## src/rtl/hazard_pkg.sv

```systemverilog
// Shared types and constants for the pipeline hazard controller.
// Shadow entries hold register addresses zero-extended to ENTRY_AW bits.
package hazard_pkg;

  localparam int ENTRY_AW = 8;  // widest register address a shadow entry can hold

  localparam logic [1:0] RESULTSRC_LOAD = 2'b01;

  localparam logic [1:0] FWD_RF  = 2'b00;
  localparam logic [1:0] FWD_MEM = 2'b10;
  localparam logic [1:0] FWD_WB  = 2'b01;

  typedef enum logic {RUN, MEM_WAIT} state_e;

  typedef struct packed {
    logic                valid;
    logic [ENTRY_AW-1:0] rs1;
    logic [ENTRY_AW-1:0] rs2;
    logic [ENTRY_AW-1:0] rd;
    logic                regwrite;
    logic                is_load;
    logic                is_mem;
  } stage_t;

  // Memory stage wins over writeback; x0 is never a forwarding source.
  function automatic logic [1:0] fwd_sel(input stage_t m, input stage_t w,
                                         input logic [ENTRY_AW-1:0] rs);
    if (m.valid && m.regwrite && m.rd != '0 && m.rd == rs) return FWD_MEM;
    if (w.valid && w.regwrite && w.rd != '0 && w.rd == rs) return FWD_WB;
    return FWD_RF;
  endfunction

endpackage

```

## src/rtl/hazard_stage_reg.sv

```systemverilog
// One shadow pipeline entry: flush loads a bubble, stall holds, else advance.
module hazard_stage_reg
  import hazard_pkg::*;
(
  input  logic   clk,
  input  logic   rst_n,
  input  logic   stall,
  input  logic   flush,
  input  stage_t d,
  output stage_t q
);

  always_ff @(posedge clk or negedge rst_n) begin
    if (!rst_n)      q <= '0;
    else if (flush)  q <= '0;
    else if (!stall) q <= d;
  end

endmodule

```

## src/rtl/hazard_ctrl.sv

```systemverilog
// Hazard controller: forwarding selects, load-use stall, branch flush and
// data-memory wait, driven from a shadow copy of the E/M/W stages.
module hazard_ctrl
  import hazard_pkg::*;
#(
  parameter int REG_AW = 5,
  parameter int CNT_W  = 16
) (
  input  logic              clk,
  input  logic              rst_n,
  input  logic [REG_AW-1:0] d_rs1,
  input  logic [REG_AW-1:0] d_rs2,
  input  logic [REG_AW-1:0] d_rd,
  input  logic              d_regwrite,
  input  logic              d_memwrite,
  input  logic [1:0]        d_resultsrc,
  input  logic              e_pctaken,
  input  logic              mem_ready,
  output logic              stall_f,
  output logic              stall_d,
  output logic              stall_e,
  output logic              stall_m,
  output logic              flush_d,
  output logic              flush_e,
  output logic [1:0]        fwd_a_e,
  output logic [1:0]        fwd_b_e,
  output logic [CNT_W-1:0]  stall_cnt
);

  state_e state, state_nx;
  stage_t stg [0:3];  // 0 = Decode (live inputs), 1..3 = E, M, W shadows
  stage_t e_ent, m_ent, w_ent;
  logic [3:1] stg_stall, stg_flush;
  logic mem_busy, load_use;
  logic [ENTRY_AW-1:0] rs1_x, rs2_x;

  assign rs1_x = ENTRY_AW'(d_rs1);
  assign rs2_x = ENTRY_AW'(d_rs2);

  assign stg[0] = '{valid:    1'b1,
                    rs1:      rs1_x,
                    rs2:      rs2_x,
                    rd:       ENTRY_AW'(d_rd),
                    regwrite: d_regwrite,
                    is_load:  d_resultsrc == RESULTSRC_LOAD,
                    is_mem:   (d_resultsrc == RESULTSRC_LOAD) || d_memwrite};

  // W never stalls; while M is held, the slot advancing into W is a bubble.
  assign stg_stall = {1'b0, stall_m, stall_e};
  assign stg_flush = {stall_m, 1'b0, flush_e};

  for (genvar i = 1; i <= 3; i++) begin : g_stg
    hazard_stage_reg u_stg (
      .clk   (clk),
      .rst_n (rst_n),
      .stall (stg_stall[i]),
      .flush (stg_flush[i]),
      .d     (stg[i-1]),
      .q     (stg[i])
    );
  end

  assign e_ent = stg[1];
  assign m_ent = stg[2];
  assign w_ent = stg[3];

  always_ff @(posedge clk or negedge rst_n) begin
    if (!rst_n) state <= RUN;
    else        state <= state_nx;
  end

  always_comb begin
    state_nx = state;
    case (state)
      RUN:      if (m_ent.valid && m_ent.is_mem && !mem_ready) state_nx = MEM_WAIT;
      MEM_WAIT: if (mem_ready) state_nx = RUN;
      default:  state_nx = RUN;
    endcase
  end

  // First wait cycle stalls combinationally, before the FSM has moved.
  assign mem_busy = rst_n && ((state == MEM_WAIT) ? !mem_ready
                                                  : (m_ent.valid && m_ent.is_mem && !mem_ready));

  assign load_use = rst_n && e_ent.valid && e_ent.is_load && e_ent.rd != '0 &&
                    (e_ent.rd == rs1_x || e_ent.rd == rs2_x);

  always_comb begin
    stall_f = 1'b0;
    stall_d = 1'b0;
    stall_e = 1'b0;
    stall_m = 1'b0;
    flush_d = 1'b0;
    flush_e = 1'b0;
    if (mem_busy) begin
      stall_f = 1'b1;
      stall_d = 1'b1;
      stall_e = 1'b1;
      stall_m = 1'b1;
    end else if (rst_n && e_pctaken) begin
      flush_d = 1'b1;
      flush_e = 1'b1;
    end else if (load_use) begin
      stall_f = 1'b1;
      stall_d = 1'b1;
      flush_e = 1'b1;
    end
  end

  assign fwd_a_e = rst_n ? fwd_sel(m_ent, w_ent, e_ent.rs1) : FWD_RF;
  assign fwd_b_e = rst_n ? fwd_sel(m_ent, w_ent, e_ent.rs2) : FWD_RF;

  always_ff @(posedge clk or negedge rst_n) begin
    if (!rst_n)                          stall_cnt <= '0;
    else if (stall_f && stall_cnt != '1) stall_cnt <= stall_cnt + 1'b1;
  end

  logic unused_w;
  assign unused_w = ^{w_ent.rs1, w_ent.rs2, w_ent.is_load, w_ent.is_mem};

endmodule

```

## config.mk

```make
export PLATFORM = sky130hd
export DESIGN_NAME = hazard_ctrl
export DESIGN_NICKNAME = d
export VERILOG_FILES = /design/src/rtl/hazard_pkg.sv /design/src/rtl/hazard_stage_reg.sv /design/src/rtl/hazard_ctrl.sv
export SDC_FILE = /design/constraint.sdc
export NUM_CORES = 1
export LEC_CHECK = 0
export ABC_AREA = 1
export CORE_UTILIZATION = 53
export CTS_CLUSTER_SIZE = 40
export DETAILED_ROUTE_END_ITERATION = 7
export GPL_ROUTABILITY_DRIVEN = 0
export PLACE_DENSITY = 0.86
export SLEW_MARGIN = 25
export SYNTH_ARGS = -nofsm -noshare
export SYNTH_HDL_FRONTEND = slang
export SYNTH_SLANG_ARGS = --single-unit
```

## constraint.sdc

```tcl
create_clock -name clk -period 2.25 [get_ports clk]
set_input_delay 0.225 -clock clk [delete_from_list [all_inputs] [get_ports clk]]
set_output_delay 0.225 -clock clk [all_outputs]
set_load 0.03 [all_outputs]
```

==> metrics <==
max incr delay on CP 540 ps; Max Freq 469 MHz; Synth cell types 28; die area 5730 µm²; total chip power 2460 µW; area share of the largest cell type after synthesis 44.4%; flops & latches, synth 51; Worst Max-Slew Pin Slew 534 ps; CP required 2030 ps; Leakage 0.00182 µW; CTS buffer count 5; Max-slew headroom 64.4%; GR Util All Layers 25.7%; Syn-to-layout area delta 21.1%; Num Clock Sinks 51; crit path launch type input port; global-route wire length before repair 11.0 mm; worst vdd ir 506 µV; Ys Warns 0; RSZ-0062 raised after global routing no; sequential standard cell area 1280 µm²; Post-Syn Area 2880 µm²; total grt overflow 0; Die Y 75.7 µm; worst path cell trace dlygate4sd3_1, buf_2, nand3_1, o21bai_1, inv_1, nand2_1, nand2_2, nand2_8, inv_1, buf_4; Buf/Inv on CP 5; HPWL after DPL 4.77 mm; drt first pass iters 4; Seq/Total Area, Yosys 44.4%; initial antenna violation count 0; Critical-path top delay cell dlygate4sd3_1; Max Cap Viol 0; clock skew 8.24 ps; layout net count 462; Hold Fails Final Rpt 0; CP Class in2out; Layout fillers 429; Worst path depth 10; die width 75.7 µm; min cycle time layout 2130 ps; H-tree depth 2; TritonCTS clock tree done; syn_area_per_cell 7.36 µm²; later-pin clock latency in the skew report 310 ps; Tcrit/Tclk final 94.8%; cell family with most CP delay buffers and inverters; Setup TNS 0 ps; Setup Viol. Count Final 0; cell taking the most area after synthesis dfrtp_1; vias in the first global route 2323; most frequent CP cell inv_1; clock transition at the registers of the reported paths 80 ps; clock tree buffer depth 2; CP arrival 1910 ps; pin count of the biggest net entering global routing 43; Ant. Diodes 0; num ports 49; Synth Net Count 415; via count 2659; row count 26; synth top area cells dfrtp_1 44%, nand2_1 18%, nand3_1 8.7%; Worst Hold Class in2async; synthesized instance count 391; share of cells above drive strength 1 7.53%; Critical Path Sink Type primary output; status finished clean; final WL 6.62 mm; max-slew violation count 0; WL/cell 13.0 µm; Core Region 5170 µm²; Critical Path Fanout Max 18; Port Buffers 48; worst hold margin 472 ps; Via-to-Cell Ratio 5.23; drt drc 0; detailed router's first-iteration violation count 144; Clock Tree Root clkbuf_8; ANT nets after route 0; Initial Util 55.6%; footprint of the multi-input gates 1320 µm²; pwr/cell area 707 nW/µm²; R2R cell count 10
[placed cells by master (no fill, tap or decap), drive strengths merged, types with 2 or more instances in the layout]
master and n:
inv 51, nand2 147, o21ai 5, nand3 51
dlygate4sd2 3, nor4 2, nand4 3, nor3 8
nor2 22, clkdlybuf4s50 37, buf 11, a21oi 6
xor2 11, or2 2, xnor2 10, clkbuf 7
o22ai 3, dfrtp 51
[cell families (layout without fill, tap and decap cells)]
family                     count (synthesis)  in the layout  share of synthesized area, %
and+or+nand+nor                          236            236                          35.4
adders and majority gates                  1              1                         0.435
DFF                                       51             51                          44.4
buffers and inverters                     65            112                          10.0
AOI/OAI and AO/OA                         17             17                          3.39
xor gates and xnor gates                  21             21                          6.39
[timing repair]
item / 4_1_cts / 5_1_grt
hold buffers: 1 / 0
pin swaps: 0 / 0
gates cloned: 0 / 0
hold endpoints to repair: 9 / 0
setup endpoints to repair: 4 / 3
gates resized for setup: 4 / 4
buffers inserted: 0 / 1
[cell type report]
class | instances | share of cell area [%]
clock inverters | 1 | 0.862
clock buffers | 6 | 2.08
inverters | 51 | 5.50
flip-flops and latches | 51 | 36.7
well taps | 70 | 2.52
repair buffers | 54 | 14.5
multi-input cells | 275 | 37.9
[routing by layer]
metal | global-route usage, % | part of all wire [%] | routed length, µm | vias to the layer above
met5 | 0 | 0 | 0 | -
met4 | 7.00 | 1.1 | 74 | 0
met3 | 4.50 | 5.1 | 341 | 8
met2 | 39.5 | 49 | 3270 | 78
met1 | 37.9 | 44 | 2940 | 1267
li1 | - | - | - | 1306
[synthesized netlist by cell type]
master and count:
nand2_1 140, dfrtp_1 51, nand3_1 50, inv_1 48, nor2_1 20, xor2_1 11, xnor2_1 10, nor3_1 8
a21oi_1 6, buf_2 6, nand2_2 5, o21ai_0 5, buf_6 4, inv_2 3, nand4_1 3, o22ai_1 3
buf_4 2, clkbuf_1 2, nand2_4 2, nor2_2 2, nor4_1 2, or2_2 2, and3_1 1, ha_1 1
nand3_2 1, o2111ai_1 1, o211ai_1 1, o21bai_1 1
[registers in the layout, indices dropped and copies added, names as in the netlist]
name	cells
stall_cnt	16
g_stg.u_stg.q	34
state	1
[metrics by stage]
stage	util [%]	cell area (µm²)	worst slack [ps]	instances
after floorplan	-	2880	497	391
after global placement	64.9	3360	286	499
after detailed placement	64.9	3360	219	499
after CTS	67.0	3470	80.8	507
after global routing	67.3	3480	7.96	508
final	67.3	3480	117	508
[path summary, 6_finish.rpt]
path                                       endpoint                start  slack, ps
worst max-delay path                        flush_e                rst_n        120
worst min-delay path            g_stg[3].u_stg.q[7]                rst_n        470
worst max register to register        stall_cnt[15]         stall_cnt[0]        340
worst min register to register  g_stg[1].u_stg.q[1]  g_stg[1].u_stg.q[1]        490
max in group asynchronous       g_stg[1].u_stg.q[3]                rst_n       1240
min in group clk                g_stg[1].u_stg.q[6]              d_rd[3]        470
[tightest hold or removal path: cells and delay by family]
family,cells,cell delay [ps]
buf+inv,3,900
[power by group]
part | internal (µW) | switching, µW
registers | 1040 | 144
logic | 272 | 390
clock network | 326 | 289
(Power assumes the default switching activity.)
